$ cat src/rtl/ip_in_ctrl_pkg.sv
// Shared constants for the input controller: register addresses and the
// debounce FSM state type.
package ip_pkg;

  localparam logic [31:0] IP_SW_ADDR    = 32'h0000_7800;
  localparam logic [31:0] IP_BTN_ADDR   = 32'h0000_7810;
  localparam logic [31:0] IP_EDGE_ADDR  = 32'h0000_7814;
  localparam logic [31:0] IP_IRQEN_ADDR = 32'h0000_7818;

  localparam int unsigned DB_CNT_W = 20;

  typedef enum logic [1:0] {
    IDLE   = 2'd0,
    COUNT  = 2'd1,
    COMMIT = 2'd2
  } db_state_e;

endpackage

$ cat src/rtl/ip_in_ctrl_debounce.sv
// Two-flop synchronizer plus settle-count debounce for a W-bit bus; emits a
// one-cycle commit pulse together with the new and previous stable values.
module ip_debounce
  import ip_pkg::*;
#(
  parameter int unsigned W      = 1,
  parameter int unsigned DB_CNT = 50000
) (
  input  logic         clk_i,
  input  logic         rst_ni,
  input  logic [W-1:0] raw_i,
  output logic         commit_o,
  output logic [W-1:0] stable_o,
  output logic [W-1:0] prev_o
);

  localparam logic [DB_CNT_W-1:0] CNT_LAST = DB_CNT_W'(DB_CNT - 1);

  logic [W-1:0]          sync1_q, sync2_q;
  logic [W-1:0]          cand_q, cand_d;
  logic [W-1:0]          stable_q, stable_d;
  logic [W-1:0]          prev_q, prev_d;
  logic [DB_CNT_W-1:0]   cnt_q, cnt_d;
  logic                  commit_q, commit_d;
  db_state_e             state_q, state_d;

  always_comb begin
    state_d  = state_q;
    cand_d   = cand_q;
    cnt_d    = cnt_q;
    stable_d = stable_q;
    prev_d   = prev_q;
    commit_d = 1'b0;
    case (state_q)
      IDLE: begin
        if (sync2_q != stable_q) begin
          state_d = COUNT;
          cand_d  = sync2_q;
          cnt_d   = '0;
        end
      end
      COUNT: begin
        if (sync2_q == stable_q) begin
          state_d = IDLE;
        end else if (sync2_q != cand_q) begin
          cand_d = sync2_q;
          cnt_d  = '0;
        end else if (cnt_q == CNT_LAST) begin
          state_d = COMMIT;
        end else begin
          cnt_d = cnt_q + 1'b1;
        end
      end
      COMMIT: begin
        // Input is ignored here; the pulse is registered so prev/stable line up with it.
        stable_d = cand_q;
        prev_d   = stable_q;
        commit_d = 1'b1;
        state_d  = IDLE;
      end
      default: state_d = IDLE;
    endcase
  end

  always_ff @(posedge clk_i or negedge rst_ni) begin
    if (!rst_ni) begin
      sync1_q  <= '0;
      sync2_q  <= '0;
      cand_q   <= '0;
      stable_q <= '0;
      prev_q   <= '0;
      cnt_q    <= '0;
      commit_q <= 1'b0;
      state_q  <= IDLE;
    end else begin
      sync1_q  <= raw_i;
      sync2_q  <= sync1_q;
      cand_q   <= cand_d;
      stable_q <= stable_d;
      prev_q   <= prev_d;
      cnt_q    <= cnt_d;
      commit_q <= commit_d;
      state_q  <= state_d;
    end
  end

  assign commit_o = commit_q;
  assign stable_o = stable_q;
  assign prev_o   = prev_q;

endmodule

$ cat src/rtl/ip_in_ctrl.sv
// Debounced switch/button input block with LSU register map and rising-edge
// interrupt. Define IP_IN_CTRL_IRQ_EN to build the IRQEN register and o_irq.
module ip_in_ctrl
  import ip_pkg::*;
#(
  parameter int unsigned DB_CNT = 50000,
  parameter int unsigned SW_W   = 32,
  parameter int unsigned BTN_W  = 4
) (
  input  logic             i_clk,
  input  logic             i_rst,
  input  logic [SW_W-1:0]  i_io_sw,
  input  logic [BTN_W-1:0] i_io_btn,
  input  logic [31:0]      i_lsu_addr,
  input  logic             i_lsu_wren,
  input  logic [31:0]      i_st_data,
  output logic [31:0]      o_ip_data,
  output logic             o_irq
);

  logic             sw_commit;
  logic [SW_W-1:0]  sw_stable, sw_prev;
  logic             btn_commit;
  logic [BTN_W-1:0] btn_stable, btn_prev;

  ip_debounce #(.W(SW_W), .DB_CNT(DB_CNT)) u_sw_db (
    .clk_i    (i_clk),
    .rst_ni   (i_rst),
    .raw_i    (i_io_sw),
    .commit_o (sw_commit),
    .stable_o (sw_stable),
    .prev_o   (sw_prev)
  );

  ip_debounce #(.W(BTN_W), .DB_CNT(DB_CNT)) u_btn_db (
    .clk_i    (i_clk),
    .rst_ni   (i_rst),
    .raw_i    (i_io_btn),
    .commit_o (btn_commit),
    .stable_o (btn_stable),
    .prev_o   (btn_prev)
  );

  logic [BTN_W-1:0] edge_q, edge_d, edge_set, edge_clr;
  logic             irqen_q;
  logic             irq_q;
  logic             wr_edge;

  assign wr_edge  = i_lsu_wren && (i_lsu_addr == IP_EDGE_ADDR);
  assign edge_set = btn_commit ? (btn_stable & ~btn_prev) : '0;
  assign edge_clr = wr_edge ? i_st_data[BTN_W-1:0] : '0;
  // Set wins over a same-cycle W1C clear of the same bit.
  assign edge_d   = (edge_q & ~edge_clr) | edge_set;

  always_ff @(posedge i_clk or negedge i_rst) begin
    if (!i_rst) begin
      edge_q <= '0;
    end else begin
      edge_q <= edge_d;
    end
  end

`ifdef IP_IN_CTRL_IRQ_EN
  logic irqen_d, irq_d;

  assign irqen_d = (i_lsu_wren && (i_lsu_addr == IP_IRQEN_ADDR)) ? i_st_data[0] : irqen_q;
  assign irq_d   = irqen_q & (|edge_q);

  always_ff @(posedge i_clk or negedge i_rst) begin
    if (!i_rst) begin
      irqen_q <= 1'b0;
      irq_q   <= 1'b0;
    end else begin
      irqen_q <= irqen_d;
      irq_q   <= irq_d;
    end
  end
`else
  assign irqen_q = 1'b0;
  assign irq_q   = 1'b0;
`endif

  assign o_irq = irq_q;

  always_comb begin
    o_ip_data = '0;
    case (i_lsu_addr)
      IP_SW_ADDR:    o_ip_data = 32'(sw_stable);
      IP_BTN_ADDR:   o_ip_data = 32'(btn_stable);
      IP_EDGE_ADDR:  o_ip_data = 32'(edge_q);
      IP_IRQEN_ADDR: o_ip_data = {31'b0, irqen_q};
      default:       o_ip_data = '0;
    endcase
  end

  logic unused_ok;
  assign unused_ok = ^{i_st_data[31:BTN_W], sw_commit, sw_prev};

endmodule
$ cat config.mk
export PLATFORM = sky130hd
export DESIGN_NAME = ip_in_ctrl
export DESIGN_NICKNAME = d
export VERILOG_FILES = /design/src/rtl/ip_in_ctrl_pkg.sv /design/src/rtl/ip_in_ctrl_debounce.sv /design/src/rtl/ip_in_ctrl.sv
export SDC_FILE = /design/constraint.sdc
export NUM_CORES = 1
export LEC_CHECK = 0
export ABC_CLOCK_PERIOD_IN_PS = 3500
export CORE_ASPECT_RATIO = 2
export CORE_MARGIN = 1.5
export CORE_UTILIZATION = 54
export CTS_BUF_LIST = sky130_fd_sc_hd__clkbuf_16
export DETAILED_ROUTE_END_ITERATION = 8
export GPL_TIMING_DRIVEN = 0
export PLACE_DENSITY = 0.9
export SYNTH_ARGS = -nofsm -noshare
export SYNTH_HDL_FRONTEND = slang
export SYNTH_SLANG_ARGS = --single-unit
export TNS_END_PERCENT = 50
$ cat constraint.sdc
create_clock -name i_clk -period 3.5 [get_ports i_clk]
set_input_delay 0.7 -clock i_clk [delete_from_list [all_inputs] [get_ports i_clk]]
set_output_delay 0.7 -clock i_clk [all_outputs]
set_load 0.01 [all_outputs]
==> results.py, run 1 <==
metrics = {
    "status": {
        "status": "complete, no violations",
    },
    "cts": {
        "cts_made_buffers": 17,
        "root_buffer": "clkbuf_16",
        "htree_num_levels": 4,
        "cts_hold_buf": 0,
        "clk_pin_slew_ps": 70,
        "cts_buffer_depth": 2,
        "clock_latency_ps": 440,
        "clock_sinks": 197,
        "tritoncts": "built",
    },
    "final_layout": {
        "syn_to_final_growth_pct": 23.3,
        "final_nets": 912,
        "drive_gt1_frac": 0.144,
        "diodes": 0,
        "num-fill-cells": 1014,
    },
    "routing": {
        "vias": 5902,
        "routedWlPerCell_um": 19.5,
        "drt-vias-per-instance": 5.80,
        "drt_first_pass_iters": 6,
        "routed_wl_mm": 19.9,
        "ant_nets": 0,
        "drc": 0,
        "drt_iter0_drc": 354,
    },
    "floorplanning": {
        "start_util": 0.551,
        "die-area_um2": 16400,
        "die_x_um": 91.3,
        "die_h_um": 180,
        "ioPinCount": 136,
        "core_area_um2": 15300,
        "rows": 64,
    },
    "timing": {
        "period_needed_ps": 3390,
        "period_share": 0.969,
        "clock-skew-final_ps": 11.7,
        "max_freq_mhz": 295,
        "final-max-slew-violation-count": 0,
        "tns_ps": 0,
        "relSlewSlack": 0.410,
        "finalSetupViolCount": 0,
        "worstMarginPinSlew_ps": 885,
        "timing.final.ws_setup_ps": 107,
        "hold_viol_final": 0,
    },
    "critical_path": {
        "path_common_cell": "nor4_2",
        "crit_required_ps": 2800,
        "start_kind": "input pin",
        "path_class": "input pin to output port",
        "path_cells": "clkdlybuf4s50_1 > nor4_2 > nand4_1 > nor4_2 > buf_4 > clkbuf_8 > and2_1 > clkdlybuf4s15_1",
        "cp.arrival_ps": 2690,
        "endpoint_kind": "output port",
        "crit_slowest_cell": "clkdlybuf4s50_1",
        "path_buf_inv": 4,
        "path_delay_family": "buffers and inverters",
        "crit_fanout": 10,
        "max_stage_delay_ps": 420,
    },
    "grt": {
        "antenna_found_initial": 0,
        "grt_max_degree": 119,
        "grt_pass1_wl_mm": 31.9,
        "grt_pass1_vias": 6292,
        "grt.overflow.total": 0,
        "grt_usage": 0.256,
    },
    "place": {
        "routabilityCongestion": 0.898,
        "numPortBuffers": 104,
        "dp_hpwl_mm": 14.0,
        "pre_cts_ws_ps": -904,
    },
    "job": {
        "max-cap-violations": 0,
    },
    "logic_synthesis": {
        "synth_warnings": 0,
        "synth_top_family_by_area": "simple AND/OR/NAND/NOR gates",
        "yosys.area.top_type": "dfrtp_1",
        "avgSynthCellArea_um2": 12.5,
        "synth_nets": 780,
        "yosys_most_used_dff": "dfrtp_1",
        "synth_compound_area_frac": 0.0525,
        "synthMuxAreaShare": 0.112,
        "yosys.area_share.adder": 0.00297,
        "async_flop_share": 1.00,
        "synth_area_leaders": "dfrtp_1 59%, xor2_1 7.6%, mux2_2 6.7%, mux2_1 4.0%, and2_1 2.3%",
        "synth-seq-cells": 197,
        "netlist_area_um2": 8420,
        "yosys.area.top_type_share": 0.585,
        "syn-instance-count": 675,
        "ys_types": 49,
        "synth_seq_area_share": 0.585,
        "synth_simple_gate_area_share": 0.137,
        "synth-xor-area-share": 0.0915,
        "synth-edff-count": 0,
    },
    "power": {
        "peakVddDrop_mv": 0.362,
        "power_leakage_uw": 0.00469,
        "p_per_area_nw_per_um2": 439,
    },
    "min_path": {
        "hp-class": "input pin to async pin",
    },
}
-- cell type report --
cell class | count | area [um^2] | area share
inverter | 8 | 30.0 | 0.00289
clock inverter | 15 | 154 | 0.0148
timing repair buffer | 113 | 1070 | 0.103
tap | 198 | 248 | 0.0239
multi-input combinational | 446 | 3380 | 0.326
buffer | 24 | 143 | 0.0137
sequential | 197 | 4930 | 0.475
clock buffer | 17 | 425 | 0.0410
-- stage by stage --
stage	hold slack, ps	area (um^2)	cells	util	total power, uW
2_1_floorplan	331	8420	675	-	2500
3_3_place_gp	332	9710	977	0.635	2660
3_5_place_dp	335	9760	979	0.638	2680
4_1_cts	347	10400	1016	0.678	4570
5_1_grt	351	10400	1018	0.679	4700
6_report	346	10400	1018	0.679	4560
-- registers in the layout, summed over array words and instances (netlist names), 4 cells and up --
| signal | cells |
|---|---|
| u_sw_db.cand_q | 32 |
| u_sw_db.stable_o | 32 |
| u_sw_db.sync1_q | 32 |
| u_sw_db.sync2_q | 32 |
| u_btn_db.cnt_q | 20 |
| u_sw_db.cnt_q | 20 |
| edge_q | 4 |
| u_btn_db.cand_q | 4 |
| u_btn_db.prev_o | 4 |
| u_btn_db.stable_o | 4 |
| u_btn_db.sync1_q | 4 |
| u_btn_db.sync2_q | 4 |
-- placed cells by master (no fill, tap or decap), drive strengths merged, types with 20 or more instances in the layout --
| cell | Yosys | layout |
|---|---|---|
| xor2 | 73 | 73 |
| clkdlybuf4s50 | 0 | 71 |
| dfrtp | 197 | 197 |
| nand2 | 24 | 24 |
| nand4 | 20 | 20 |
| clkbuf | 16 | 43 |
| mux2 | 80 | 80 |
| and2 | 31 | 31 |
| nor2 | 36 | 36 |
| nor4 | 29 | 29 |
| nand3 | 20 | 20 |
-- worst paths after layout --
check | startpoint | to | slack, ps | cells after the start
setup reg to reg | u_sw_db.sync2_q[26]$_DFF_PN0_ | u_sw_db.cand_q[23]$_DFFE_PN0P_ | 280 | 8
max in group asynchronous | i_rst | u_sw_db.sync1_q[21]$_DFF_PN0_ | 2230 | 2
setup / recovery | i_lsu_addr[26] | o_ip_data[10] | 110 | 8
hold reg to reg | u_sw_db.sync1_q[10]$_DFF_PN0_ | u_sw_db.sync2_q[10]$_DFF_PN0_ | 350 | 0
min in group i_clk | u_sw_db.sync1_q[10]$_DFF_PN0_ | u_sw_db.sync2_q[10]$_DFF_PN0_ | 350 | 0
hold / removal | i_rst | u_sw_db.sync2_q[18]$_DFF_PN0_ | 350 | 1
-- Yosys cell counts, types with 2 or more instances --
master / number
buf_6: 3
nor3_1: 12
a2bb2oi_1: 8
nand3_1: 20
xnor2_1: 15
nand4_1: 20
o211ai_1: 3
or2_2: 2
inv_1: 7
nor4b_1: 2
buf_2: 2
ha_1: 2
nor3b_1: 3
buf_4: 2
dfrtp_1: 197
nand2b_1: 6
o21ai_0: 13
or3_1: 7
mux2_2: 50
a32o_1: 3
a21oi_1: 3
or4_1: 5
mux2i_1: 4
and3_1: 6
nand2_1: 24
o2bb2ai_1: 14
nor4_1: 28
clkbuf_1: 16
and2_1: 31
o21ai_1: 4
nor2b_1: 2
a21o_1: 3
xor2_1: 73
a31oi_1: 4
nor2_1: 36
and4_1: 3
mux2_1: 30
-- routing by layer --
layer / GRT usage / share of wire / vias to the layer above
met5: 0 / 0 / -
met1: 0.252 / 0.33 / 2941
met2: 0.478 / 0.57 / 220
li1: - / - / 2652
met4: 0.168 / 0.065 / 0
met3: 0.0419 / 0.035 / 89
-- logic make-up after synthesis --
| group | after synthesis |
|---|---|
| buf+inv | 32 |
| fa+ha+maj | 2 |
| flops | 197 |
| mux | 84 |
| simple gates | 210 |
| other cells | 1 |
| compound gates | 61 |
| xor+xnor | 88 |
-- worst reg2reg max path: stages, from the launching register on --
cell and delay [ps]:
dfrtp_1 430, xor2_1 170, nor4_1 710, nand4_1 450
o21ai_2 480, nand2b_1 160, buf_4 150, buf_6 170
mux2_1 360
-- what timing repair did --
action,CTS,global route
pin swaps,4,4
setup endpoints to repair,28,29
setup buffers,5,2
gates resized for setup,36,31
-- where the power goes --
group / internal [uW] / switching (uW)
logic: 125 / 118
clock network: 1060 / 862
registers: 2340 / 55.2
total: 3520 / 1040
Power figures use the tool's default switching activity.
==> run 2: changes to the inputs <==
--- a/config.mk
+++ b/config.mk
@@ -13,6 +13,8 @@
 export DETAILED_ROUTE_END_ITERATION = 8
 export GPL_TIMING_DRIVEN = 0
 export PLACE_DENSITY = 0.9
+export SKIP_LAST_GASP = 1
+export SLEW_MARGIN = 30
 export SYNTH_ARGS = -nofsm -noshare
 export SYNTH_HDL_FRONTEND = slang
 export SYNTH_SLANG_ARGS = --single-unit
==> results.py, run 2 (synthesis gave the netlist of run 1 again) <==
metrics = {
    "grt": {
        "grt.overflow.total": 0,
        "antenna_found_initial": 0,
        "grt_max_degree": 81,
        "grt_pass1_wl_mm": 32.5,
        "grt_usage": 0.261,
        "grt_pass1_vias": 6235,
    },
    "final_layout": {
        "multi_input_area_um2": 3390,
        "num-fill-cells": 1023,
        "drive_gt1_frac": 0.129,
        "ff_latch_area_um2": 4930,
        "fin_area_um2": 10400,
        "finalNonFillerCells": 1018,
        "syn_to_final_growth_pct": 23.8,
        "final_cell_mix": "197 x dfrtp_1, 76 x clkdlybuf4s50_1, 73 x xor2_1",
        "final_util": 0.681,
        "layout_commonest_cell": "dfrtp_1",
        "diodes": 0,
        "final_nets": 913,
    },
    "routing": {
        "drt-vias-per-instance": 5.82,
        "routed_wl_mm": 20.4,
        "wl_met3_um": 597,
        "ant_nets": 0,
        "drt_first_pass_iters": 6,
        "routedWlPerCell_um": 20.1,
        "drt_iter0_drc": 349,
        "vias": 5920,
        "met1_length_mm": 7.04,
        "drc": 0,
        "wl_met2_mm": 11.7,
        "top_layer_used": "met4",
    },
    "timing": {
        "rsz0062_at_grt": "true",
        "period_needed_ps": 3820,
        "final-max-slew-violation-count": 0,
        "finalSetupViolCount": 22,
        "tns_ps": -2960,
        "hold_viol_final": 0,
        "period_share": 1.09,
        "relSlewSlack": 0.484,
        "max_freq_mhz": 262,
        "worstMarginPinSlew_ps": 773,
        "timing.final.ws_setup_ps": -321,
        "clock-skew-final_ps": 17.2,
    },
    "min_path": {
        "hp-class": "input pin to async pin",
    },
    "place": {
        "routabilityCongestion": 0.898,
        "dp_hpwl_mm": 14.3,
        "dp_cells": 980,
        "pre_cts_ws_ps": -1200,
        "numPortBuffers": 104,
        "post_dp_cell_area_um2": 9780,
    },
    "cts": {
        "cts_buffer_depth": 2,
        "cts_hold_buf": 0,
        "clock_sinks": 197,
        "clock_latency_ps": 440,
        "htree_num_levels": 4,
        "clk_pin_slew_ps": 70,
        "root_buffer": "clkbuf_16",
        "cts_made_buffers": 17,
        "tritoncts": "built",
    },
    "floorplanning": {
        "die_h_um": 180,
        "start_util": 0.551,
        "rows": 64,
        "ioPinCount": 136,
        "core_area_um2": 15300,
        "die_x_um": 91.3,
        "die-area_um2": 16400,
    },
    "critical_path": {
        "r2r_slack_ps": 300,
        "start_kind": "input pin",
        "cp.arrival_ps": 3120,
        "crit_fanout": 10,
        "crit_required_ps": 2800,
        "endpoint_kind": "output port",
        "path_class": "input pin to output port",
        "reg2reg_depth": 8,
        "r2r-start": "u_sw_db.sync2_q[26]$_DFF_PN0_",
        "reg2reg_to": "u_sw_db.cand_q[9]$_DFFE_PN0P_",
    },
    "power": {
        "p_per_area_nw_per_um2": 420,
        "peakVddDrop_mv": 0.322,
        "power_leakage_uw": 0.00481,
    },
    "job": {
        "max-cap-violations": 0,
    },
    "status": {
        "status": "complete, but fails checks",
        "violations": "negative setup slack",
    },
}
==> run 2: cell types whose count changed in the layout (fill, tap and decap cells not counted), sizes merged, moves of 2 or more <==
cell           previous run  this run
dlymetal6s2s              4        13
bufinv                    2         0
buf                      18        20
clkdlybuf4s50            71        76
clkdlybuf4s15             3         0
clkbuf                   43        33
dlygate4sd2              15        13
==> run 2: worst max path at each step <==
stage,from,endpoint,slack [ps],cells past startpoint
after detailed placement,i_lsu_addr[29],o_ip_data[29],-1200,8
final,i_lsu_addr[0],o_ip_data[11],-320,8
after CTS,i_lsu_addr[9],o_ip_data[4],-160,8
after global routing,i_lsu_addr[0],o_ip_data[11],-390,8
after floorplan,i_lsu_addr[26],o_ip_data[10],530,5
after global placement,i_rst,u_btn_db.cnt_q[19]$_DFFE_PN0P_,-6090,1
==> run 2: power breakdown <==
group	leakage, uW	total [uW]	switching (uW)	internal, uW
Sequential	0.00248	2400	57.8	2340
Clock	0.000251	1730	835	897
Combinational	0.00209	246	118	128
==> run 2: cell type report <==
| type | instances | share of cell area |
|---|---|---|
| plain buffers | 23 | 0.0124 |
| repair buffers | 115 | 0.113 |
| well taps | 198 | 0.0238 |
| clock inverters | 14 | 0.00864 |
| inverters | 8 | 0.00288 |
| clock buffers | 17 | 0.0408 |
| flip-flops and latches | 197 | 0.473 |
| multi-input cells | 446 | 0.325 |
==> run 2: per-layer routing <==
layer,vias up,track usage
met5,-,0
met4,0,0.153
met3,77,0.0470
met2,213,0.486
met1,2980,0.266
li1,2650,-
==> run 2: metrics by stage <==
step	total power (uW)	hold WS [ps]
floorplan	2500	331
detailed placement	2680	335
global placement	2660	332
CTS	4400	161
finish	4380	153
global route	4520	169
==> run 2: what timing repair did <==
action / in CTS / in global routing
endpoints found under the setup margin: 28 / 31
resized for setup: 24 / 19
buffers inserted: 5 / 3
pin swaps: 3 / 1
cloned: 0 / 0
==> run 2: worst max-delay path: stages <==
cell             delay, ps
clkdlybuf4s50_1        410
nor4_1                 400
nand4_1                290
nor4_4                 300
buf_4                  180
clkbuf_8               170
and2_1                 140
clkdlybuf4s50_1        530
==> run 3: changes to the inputs <==
--- a/config.mk
+++ b/config.mk
@@ -5,7 +5,7 @@
 export SDC_FILE = /design/constraint.sdc
 export NUM_CORES = 1
 export LEC_CHECK = 0
-export ABC_CLOCK_PERIOD_IN_PS = 3500
+export ABC_CLOCK_PERIOD_IN_PS = 3600
 export CORE_ASPECT_RATIO = 2
 export CORE_MARGIN = 1.5
 export CORE_UTILIZATION = 54
==> constraint.sdc (replaced) <==
create_clock -name i_clk -period 3.6 [get_ports i_clk]
set_input_delay 0.72 -clock i_clk [delete_from_list [all_inputs] [get_ports i_clk]]
set_output_delay 0.72 -clock i_clk [all_outputs]
set_load 0.01 [all_outputs]
==> results.py, run 3 (synthesis gave the netlist of run 1 again) <==
metrics = {
    "min_path": {
        "hp-class": "input pin to async pin",
    },
    "final_layout": {
        "diodes": 0,
        "final_util": 0.682,
        "syn_to_final_growth_pct": 23.9,
        "num-fill-cells": 1023,
        "drive_gt1_frac": 0.128,
        "final_nets": 914,
        "fin_area_um2": 10400,
        "layout_commonest_cell": "dfrtp_1",
        "ff_latch_area_um2": 4930,
        "final_cell_mix": "197 x dfrtp_1, 77 x clkdlybuf4s50_1, 73 x xor2_1",
        "multi_input_area_um2": 3390,
    },
    "power": {
        "p_switching_uw": 981,
        "clkPwrFrac": 0.395,
        "p_per_area_nw_per_um2": 408,
        "power_leakage_uw": 0.00480,
        "power_frac_seq": 0.548,
        "internal-power_uw": 3270,
        "pwr-share-comb": 0.057,
        "peakVddDrop_mv": 0.313,
        "power_uw": 4250,
        "p_sw_frac": 0.231,
    },
    "timing": {
        "hold_slack_ps": 173,
        "timing.final.ws_setup_ps": -106,
        "rsz0062_at_grt": "true",
        "period_share": 1.03,
        "clock-skew-final_ps": 15.9,
        "final-max-slew-violation-count": 0,
        "worstMarginPinSlew_ps": 769,
        "tns_ps": -469,
        "finalSetupViolCount": 11,
        "relSlewSlack": 0.487,
        "max_freq_mhz": 270,
        "hold_viol_final": 0,
        "period_needed_ps": 3710,
    },
    "routing": {
        "drt_iter0_drc": 368,
        "ant_nets": 0,
        "drc": 0,
        "routed_wl_mm": 20.6,
        "routedWlPerCell_um": 20.2,
        "drt_first_pass_iters": 5,
        "vias": 5916,
        "drt-vias-per-instance": 5.81,
    },
    "place": {
        "routabilityCongestion": 0.898,
        "post_dp_cell_area_um2": 9780,
        "numPortBuffers": 104,
        "dp_hpwl_mm": 14.3,
    },
    "critical_path": {
        "path_class": "input pin to output port",
        "endpoint_kind": "output port",
        "r2r-start": "u_sw_db.sync2_q[26]$_DFF_PN0_",
        "crit_required_ps": 2880,
        "cp.arrival_ps": 2990,
        "r2r_slack_ps": 400,
        "start_kind": "input pin",
        "crit_fanout": 10,
        "reg2reg_to": "u_sw_db.cand_q[9]$_DFFE_PN0P_",
        "reg2reg_depth": 8,
    },
    "cts": {
        "root_buffer": "clkbuf_16",
        "cts_buffer_depth": 2,
        "cts_made_buffers": 17,
        "tritoncts": "built",
        "htree_num_levels": 4,
        "clk_pin_slew_ps": 70,
        "clock_sinks": 197,
        "clock_latency_ps": 440,
    },
    "grt": {
        "grt_pass1_vias": 6235,
        "grt.overflow.total": 0,
        "grt_pass1_wl_mm": 32.5,
        "grt_max_degree": 81,
        "antenna_found_initial": 0,
        "grt_usage": 0.261,
    },
    "floorplanning": {
        "rows": 64,
        "die_x_um": 91.3,
        "start_util": 0.551,
        "die-area_um2": 16400,
        "ioPinCount": 136,
        "core_area_um2": 15300,
        "die_h_um": 180,
    },
    "status": {
        "violations": "negative setup slack",
        "status": "complete, but fails checks",
    },
    "job": {
        "max-cap-violations": 0,
    },
}
-- run 3: cell count changes in the layout (fill, tap and decap cells not counted) --
cell             delta
clkbuf_2            -1
and2_4              -1
clkbuf_8            +1
dlymetal6s2s_1      -1
and2_1              +1
dlygate4sd2_1       +1
clkdlybuf4s50_1     +1
-- run 3: critical path, cell delays in order --
cell and delay [ps]:
clkdlybuf4s50_1 420, nor4_1 310, nand4_1 210, nor4_4 300, buf_4 180, clkbuf_8 170
and2_1 140, clkdlybuf4s50_1 530
-- run 3: repair_timing --
action | CTS | global route
pin swaps | 3 | 1
setup endpoints to repair | 28 | 26
resized for setup | 24 | 15
buffers inserted | 5 | 3
hold buffers | 0 | 0
-- run 3: layer usage --
metal  global-route usage  vias to the layer above  part of all wire
met5                    0                        -                 0
met4                0.153                        0             0.056
met3               0.0470                       81             0.030
met2                0.486                      197              0.57
met1                0.266                     2986              0.35
li1                     -                     2652                 -
-- run 3: per-stage QoR --
stage,setup slack (ps),std cells
after global routing,-204,1019
after global placement,-6010,977
after floorplan,590,675
after CTS,-102,1016
after detailed placement,-1140,980
final,-106,1019
-- run 3: cell type report --
class / count / area share
well taps: 198 / 0.0237
flip-flops and latches: 197 / 0.472
plain buffers: 24 / 0.0137
clock buffers: 17 / 0.0408
repair buffers: 115 / 0.113
clock inverters: 14 / 0.00863
inverters: 8 / 0.00288
multi-input cells: 446 / 0.325
-- run 3: power by group through the flow --
stage	Clock [uW]	Combinational (uW)	Sequential, uW
3_5_place_dp	0	235	2370
6_report	1680	241	2330
4_1_cts	1700	239	2330
3_3_place_gp	0	220	2370
2_1_floorplan	0	77.8	2350
5_1_grt	1800	262	2340
-- run 3: worst max-delay path by stage --
stage                         from                        endpoint  slack [ps]  depth (start not counted)
global route         i_lsu_addr[0]                   o_ip_data[11]        -200                          8
floorplan           i_lsu_addr[26]                   o_ip_data[10]         590                          5
CTS                  i_lsu_addr[9]                    o_ip_data[4]        -100                          8
finish               i_lsu_addr[0]                   o_ip_data[11]        -110                          8
detailed placement  i_lsu_addr[29]                   o_ip_data[29]       -1140                          8
global placement             i_rst  u_btn_db.cnt_q[19]$_DFFE_PN0P_       -6010                          1
